$ cat config.mk
export PLATFORM = sky130hd
export DESIGN_NAME = wt_mem_arbiter
export DESIGN_NICKNAME = d
export VERILOG_FILES = /design/src/rtl/wt_mem_arbiter.sv
export SDC_FILE = /design/constraint.sdc
export NUM_CORES = 1
export LEC_CHECK = 0
export ABC_AREA = 1
export CORE_UTILIZATION = 25
export DETAILED_ROUTE_END_ITERATION = 8
export GPL_ROUTABILITY_DRIVEN = 0
export SLEW_MARGIN = 20
export SYNTH_ARGS = -nofsm -noshare
export SYNTH_HDL_FRONTEND = slang
export SYNTH_SLANG_ARGS = --single-unit
$ cat constraint.sdc
create_clock -name clk_i -period 2.3 [get_ports clk_i]
set_clock_uncertainty 0.1 [all_clocks]
set_input_delay 0.345 -clock clk_i [delete_from_list [all_inputs] [get_ports clk_i]]
set_output_delay 0.345 -clock clk_i [all_outputs]
set_load 0.01 [all_outputs]
$ cat src/rtl/wt_mem_arbiter.sv
// Round-robin arbiter sharing one memory adapter request port between I$ and D$,
// with per-source credit counters, return demultiplexing and drain/idle support.
module wt_mem_arbiter #(
  parameter  int unsigned ReqWidth       = 64,
  parameter  int unsigned MaxOutstanding = 4,
  localparam int unsigned CntWidth       = $clog2(MaxOutstanding + 1)
) (
  input  logic                clk_i,
  input  logic                rst_ni,
  input  logic                ic_req_i,
  output logic                ic_ack_o,
  input  logic [ReqWidth-1:0] ic_data_i,
  input  logic                dc_req_i,
  output logic                dc_ack_o,
  input  logic [ReqWidth-1:0] dc_data_i,
  input  logic                drain_i,
  output logic                mem_req_o,
  input  logic                mem_ack_i,
  output logic [ReqWidth-1:0] mem_data_o,
  output logic                mem_src_o,
  input  logic                rtrn_vld_i,
  input  logic                rtrn_src_i,
  output logic                ic_rtrn_vld_o,
  output logic                dc_rtrn_vld_o,
  output logic [CntWidth-1:0] ic_cnt_o,
  output logic [CntWidth-1:0] dc_cnt_o,
  output logic                idle_o,
  output logic                underflow_o
);

  localparam logic [CntWidth-1:0] MaxCnt = CntWidth'(MaxOutstanding);

  typedef enum logic {
    IDLE,
    BUSY
  } state_e;

  state_e                state_q, state_d;
  logic                  last_src_q;
  logic [ReqWidth-1:0]   mem_data_q;
  logic                  mem_src_q;
  logic [CntWidth-1:0]   ic_cnt_q, dc_cnt_q;
  logic                  underflow_q;
  logic                  ic_elig, dc_elig;
  logic                  ic_grant, dc_grant;
  logic                  ic_dec, dc_dec;
  logic                  ic_uflow, dc_uflow;

  assign ic_elig = ic_req_i & (ic_cnt_q < MaxCnt) & ~drain_i & (state_q == IDLE);
  assign dc_elig = dc_req_i & (dc_cnt_q < MaxCnt) & ~drain_i & (state_q == IDLE);

  // On a tie the source that did not win last time gets the port.
  always_comb begin
    state_d  = state_q;
    ic_grant = 1'b0;
    dc_grant = 1'b0;
    case (state_q)
      IDLE: begin
        ic_grant = ic_elig & (~dc_elig | last_src_q);
        dc_grant = dc_elig & (~ic_elig | ~last_src_q);
        if (ic_elig | dc_elig) state_d = BUSY;
      end
      BUSY: begin
        if (mem_ack_i) state_d = IDLE;
      end
      default: state_d = IDLE;
    endcase
  end

  always_ff @(posedge clk_i or negedge rst_ni) begin
    if (!rst_ni) state_q <= IDLE;
    else         state_q <= state_d;
  end

  always_ff @(posedge clk_i or negedge rst_ni) begin
    if (!rst_ni) begin
      mem_data_q <= '0;
      mem_src_q  <= 1'b0;
      last_src_q <= 1'b1;
    end else if (ic_grant | dc_grant) begin
      mem_data_q <= dc_grant ? dc_data_i : ic_data_i;
      mem_src_q  <= dc_grant;
      last_src_q <= dc_grant;
    end
  end

  assign ic_dec   = rtrn_vld_i & ~rtrn_src_i;
  assign dc_dec   = rtrn_vld_i &  rtrn_src_i;
  assign ic_uflow = ic_dec & ~ic_grant & (ic_cnt_q == '0);
  assign dc_uflow = dc_dec & ~dc_grant & (dc_cnt_q == '0);

  // A grant and a return in the same cycle cancel; a return at zero saturates.
  function automatic logic [CntWidth-1:0] next_cnt(input logic [CntWidth-1:0] cnt,
                                                   input logic inc, input logic dec);
    logic [CntWidth-1:0] res;
    res = cnt;
    if (inc && !dec)                 res = cnt + CntWidth'(1);
    else if (dec && !inc && cnt != '0) res = cnt - CntWidth'(1);
    return res;
  endfunction

  always_ff @(posedge clk_i or negedge rst_ni) begin
    if (!rst_ni) begin
      ic_cnt_q    <= '0;
      dc_cnt_q    <= '0;
      underflow_q <= 1'b0;
    end else begin
      ic_cnt_q    <= next_cnt(ic_cnt_q, ic_grant, ic_dec);
      dc_cnt_q    <= next_cnt(dc_cnt_q, dc_grant, dc_dec);
      underflow_q <= ic_uflow | dc_uflow;
    end
  end

  assign ic_ack_o      = ic_grant;
  assign dc_ack_o      = dc_grant;
  assign mem_req_o     = (state_q == BUSY);
  assign mem_data_o    = mem_data_q;
  assign mem_src_o     = mem_src_q;
  assign ic_rtrn_vld_o = ic_dec;
  assign dc_rtrn_vld_o = dc_dec;
  assign ic_cnt_o      = ic_cnt_q;
  assign dc_cnt_o      = dc_cnt_q;
  assign idle_o        = (state_q == IDLE) & (ic_cnt_q == '0) & (dc_cnt_q == '0);
  assign underflow_o   = underflow_q;

  // Requesters must hold their request until it is acknowledged.
  ic_req_held: assert property (@(posedge clk_i) disable iff (!rst_ni)
                                (ic_req_i && !ic_ack_o) |=> ic_req_i);
  dc_req_held: assert property (@(posedge clk_i) disable iff (!rst_ni)
                                (dc_req_i && !dc_ack_o) |=> dc_req_i);

endmodule

; ---- After elaboration in Yosys (flattened, before gate mapping)
; Cells that the tools add are included.
[op_classes]
n_bitwise = 29
reduce_logical = 16
n_lt_le_gt_ge = 2
multipliers = 0
addsub = 4
shifts = 0
n_eq_ne = 0
muxes = 10
div = 0
[op_table]
columns = cell, count
row1 = two-way mux 64 bit, 1
row2 = bitwise AND 1 bit, 16
row3 = two-way mux 3 bit, 4
row4 = inverter 1 bit, 8
row5 = adder 3 x 1 -> 3 bit (second input constant), 2
row6 = logical AND 1 bit, 6
row7 = zero test 3 bit, 2
row8 = < comparator 3 bit (second input constant), 2
row9 = nonzero test 3 bit, 2
row10 = subtractor 3 x 1 -> 3 bit (second input constant), 2
row11 = bitwise OR 1 bit, 5
row12 = zero test 1 bit, 4
row13 = two-way mux 1 bit, 4
row14 = nonzero test 2 bit, 2
row15 = one-hot mux 1 bit (2 select lines), 1
[totals]
register_bits = 74
mem_bits_rw = 0
rom_bits = 0
output_inout_bits = 78
latchBits = 0
memories = 0

; ---- Depth between registers and ports, before layout
[logic_depth]
word_depth = 13
mapped_depth = 13
depth_no_buf = 12

; ---- Worst setup path after synthesis
; Ideal clock, no wire load.
[synth_path]
kind = flip-flop to flip-flop
from = register dc_cnt_q[2] (netlist: dc_cnt_o[2])
to = register dc_cnt_q[2] (netlist: dc_cnt_o[2])
setup_slack_ns = 0.370
synth_period_minus_slack_ns = 1.930
t_arrival_ns = 1.713
required_time_ns = 2.083
path_buffers = 1
path_stages_with_launch = 13
cell_sequence = dfrtp_1 nor2_2 nand3_2 inv_2 nand2_2 inv_2 buf_6 nand2_1 fa_1 inv_1 nand4_1 nand3_1 nand2_1
[synth_via]
elab_chain_len = 10
[synth_rtl]
columns = item, line_no
row1 = start: declaration, 42  ; logic [CntWidth-1:0] ic_cnt_q, dc_cnt_q;
row2 = start signal: assignment, 109  ; dc_cnt_q <= next_cnt(dc_cnt_q, dc_grant, dc_dec);
row3 = < comparator 3 bit, 50  ; assign dc_elig = dc_req_i & (dc_cnt_q < MaxCnt) & ~drain_i & (state_q == IDLE);
row4 = bitwise AND 1 bit (3 in series), 50
row5 = bitwise AND 1 bit, 60  ; dc_grant = dc_elig & (~ic_elig | ~last_src_q);
row6 = two-way mux 1 bit, 57  ; case (state_q)
row7 = zero test 1 bit, 98  ; else if (dec && !inc && cnt != '0) res = cnt - CntWidth'(1);
row8 = logical AND 1 bit (2 in series), 98
row9 = nonzero test 2 bit (no source line), --
; Several ways; a longest one is shown, not always the timed one. The select of a mux whose other input is x is not followed.
; A chain may end at the register's enable or synchronous reset.

; ---- Worst setup path in the final report
[layout_path]
from = register dc_cnt_q[2] (netlist: dc_cnt_o[2])
to = output idle_o
[layout_via]
elab_chain_len = 2
[layout_rtl]
columns = item, line_no
row1 = zero test 3 bit, 123  ; assign idle_o = (state_q == IDLE) & (ic_cnt_q == '0) & (dc_cnt_q == '0);
row2 = bitwise AND 1 bit, 123
row3 = end: declaration, 27  ; output logic idle_o,
; No other way between the ends.

==> flow_summary_export.csv <==
group,metric,value,unit
hold_path,hold_depth,2,
layout,final_nets,772,
grt,grt_pass1_vias,3753,
worst_setup_path,crit_type,"reg -> out",
sta,rsz0062_at_grt,"false",
sta,period_needed,2.20,ns
worst_setup_path,slowest_delay,0.55,ns
worst_setup_path,path_cells,"inv_1 -> nand3_1 -> nor3_2 -> clkdlybuf4s50_1",
cts,clock_latency,0.32,ns
sta,hold_viol_final,0,
power_and_ir_drop,peakVddDrop,0.468,mV
placed_design,port_buffers,213,
cts,clock_path_buffers,2,
yosys,synth_nets,565,
floorplan,rows,42,
yosys,syn_inst,427,
worst_setup_path,critical_path_buf_inv_count,2,
grt,grt_pass1_wl,18100,um
route,routed-via-count,3722,
grt,grt-ovfl-total,0,
route,wl_met1,4840,um
power_and_ir_drop,powerDensity,1170,mW/mm^2
sta,fmax,0.454,GHz
worst_setup_path,cp-end-kind,"primary output",
floorplan,core,0.0135,sq mm
run,maxCapViolCount,0,
yosys,synth_area,0.00351,sq mm
worst_setup_path,start_kind,"register",
placed_design,post-dp-hpwl,8190,um
cts,cts_setup_buffers,0,
floorplan,die-area,0.0145,sq mm
layout,fin_area,0.00609,sq mm
worst_setup_path,cp.depth,4,
sta,setup_viol,0,
layout,n_antenna_cell,0,
hold_path,hp-class,"reg -> reg",
status,status,"finished clean",
worst_setup_path,reg2reg_depth,11,
cts,root_buffer,"clkbuf_16",
sta,finalSetupTns,0,ns
floorplan,die_w,120,um
cts,htree_levels,3,
placed_design,placed_area,0.00579,sq mm
cts,cts_made_buffers,9,
sta,min_period_over_period,95.7,%
yosys,yosys_warnings,0,
worst_setup_path,required,1.86,ns
grt,grt_use_total,15.9,%
yosys,avgSynthCellArea,8.21,sq um
route,viasPerCell,4.57,
route,drc_errors,0,
route,drt_iter0_markers,227,
sta,maxSlewViolCount,0,
power_and_ir_drop,power_leakage,2.60,nW
route,ant_nets,0,
worst_setup_path,critPathTopFamily,"buffers and inverters",
worst_setup_path,arrival,1.76,ns
floorplan,io_pins,214,
route,first_pass_iters,4,
sta,worst_pin_slew,0.540,ns
grt,grt_max_degree,74,
yosys,ys_ff_latch,74,
yosys,synthDistinctLibCells,22,
worst_setup_path,crit_fanout,4,
route,route.met3.wl,869,um
floorplan,die_h,120,um
grt,antenna_found_initial,0,
worst_setup_path,crit_slowest_cell,"clkdlybuf4s50_1",
cts,cts.clk_slew.worst_paths,0.05,ns
yosys,synth.yosys.seq_area_share,52.8,%
route,top_layer,"met4",
layout,drive_gt1_share,5.48,%
cts,clkSinkCount,74,
route,dr_wl_met2,5370,um
layout,syn_to_final_growth,73.8,%
sta,maxSlewHeadroom,64.0,%
route,post_drt_wl_per_cell,13.8,um
cts,cts_tree,"built",
route,drt_wl_total,11300,um
floorplan,initial_core_util,26.1,%
## per-stage QoR
stage,hold slack (ns),setup WS [ns],instances,total power [mW],utilization (%)
2_1_floorplan,-0.0506,0.370,427,3.92,-
3_3_place_gp,0.255,0.0512,798,5.72,43.1
3_5_place_dp,0.255,0.0194,798,5.80,43.1
4_1_cts,0.414,0.0371,815,7.20,45.2
5_1_grt,0.467,0.0175,815,7.64,45.3
6_report,0.406,0.0979,815,7.10,45.3
## cells in the mapped netlist
cell | number | area share, %
o22ai_1 | 1 | 0.18
buf_4 | 6 | 1.3
nor3_1 | 1 | 0.14
fa_1 | 2 | 1.1
nand4_1 | 1 | 0.18
o211ai_1 | 1 | 0.21
nand3_1 | 13 | 1.9
buf_2 | 12 | 1.7
o21ai_0 | 2 | 0.29
inv_2 | 4 | 0.43
nand2_1 | 152 | 16
dfrtp_1 | 73 | 52
clkbuf_1 | 3 | 0.32
dfstp_2 | 1 | 0.75
o21ai_1 | 1 | 0.14
nor2_1 | 65 | 7.0
inv_1 | 13 | 1.4
a31oi_1 | 64 | 11
nand2_2 | 2 | 0.36
nand3_2 | 1 | 0.29
buf_6 | 7 | 2.2
nor2_2 | 2 | 0.36
## timing repair
action                                  CTS  global route
endpoints found under the setup margin    0             3
hold endpoints to repair                 38             0
hold buffers                              1             0
gates resized for setup                   0             4
## power breakdown
group | switching, mW | internal [mW] | total, mW
clock | 0.505 | 0.838 | 1.34
sequential | 0.396 | 1.95 | 2.35
combinational | 1.56 | 1.84 | 3.41
## path summary, 6_finish.rpt
| check | from | end | slack, ns |
|---|---|---|---|
| max in group asynchronous | rst_ni | last_src_q$_DFFE_PN1P_ | 0.99 |
| hold / removal | mem_src_o$_DFFE_PN0P_ | mem_src_o$_DFFE_PN0P_ | 0.41 |
| hold reg to reg | mem_src_o$_DFFE_PN0P_ | mem_src_o$_DFFE_PN0P_ | 0.41 |
| min in group asynchronous | rst_ni | mem_data_o[6]$_DFFE_PN0P_ | 0.45 |
| setup / recovery | dc_cnt_o[2]$_DFFE_PN0P_ | idle_o | 0.1 |
| setup reg to reg | dc_cnt_o[2]$_DFFE_PN0P_ | dc_cnt_o[2]$_DFFE_PN0P_ | 0.37 |
## cell families (layout without fill, tap and decap cells)
logic type | count (synthesis) | after routing | share of synthesized area, %
compound gates | 69 | 69 | 12.2
fa+ha+maj | 2 | 2 | 1.14
buf+inv | 45 | 257 | 7.38
flops | 74 | 74 | 52.8
simple gates | 237 | 237 | 26.4
## state kept, by name, summed over array words and instances, names as in the netlist
register	cells
mem_data_o	64
dc_cnt_o	3
ic_cnt_o	3
last_src_q	1
mem_req_o	1
mem_src_o	1
underflow_o	1
## tightest hold or removal path, cell delays in order (launching register included)
cell	delay, ns
dfrtp_1	0.35
nand3_1	0.07
nand2_1	0.05
## final cells by class
class	instances	area, sq um
fill	1338	7360
timing repair buffer	224	2270
sequential	74	1850
multi-input combinational	308	1410
clock buffer	13	240
tap	176	220
inverter	17	63.8
clock inverter	3	40.0
## cell usage in the layout, fill, tap and decap left out
cell type | Yosys | routed
clkdlybuf4s50_1 | 0 | 210
nand2_1 | 152 | 152
dfrtp_1 | 73 | 73
nor2_1 | 65 | 64
a31oi_1 | 64 | 64
nand3_1 | 13 | 13
inv_1 | 13 | 13
clkbuf_16 | 0 | 9
buf_4 | 6 | 7
inv_2 | 4 | 4
clkbuf_1 | 3 | 4
buf_12 | 0 | 4
nor2_2 | 2 | 3
o21ai_0 | 2 | 2
fa_1 | 2 | 2
clkinv_2 | 0 | 2
dlymetal6s2s_1 | 0 | 2
nand3_2 | 1 | 1
nand2_2 | 2 | 1
o22ai_1 | 1 | 1
nor3_2 | 0 | 1
o211ai_1 | 1 | 1
nand2_4 | 0 | 1
o21ai_1 | 1 | 1
nand4_1 | 1 | 1
bufinv_16 | 0 | 1
dlygate4sd3_1 | 0 | 1
dfstp_2 | 1 | 1
## metal layers
layer | vias to the layer above | track usage [%]
met3 | 16 | 4.06
met1 | 1736 | 19.1
li1 | 1814 | -
met2 | 156 | 26.9
met5 | - | 0
met4 | 0 | 6.48
Power figures use the tool's default switching activity.
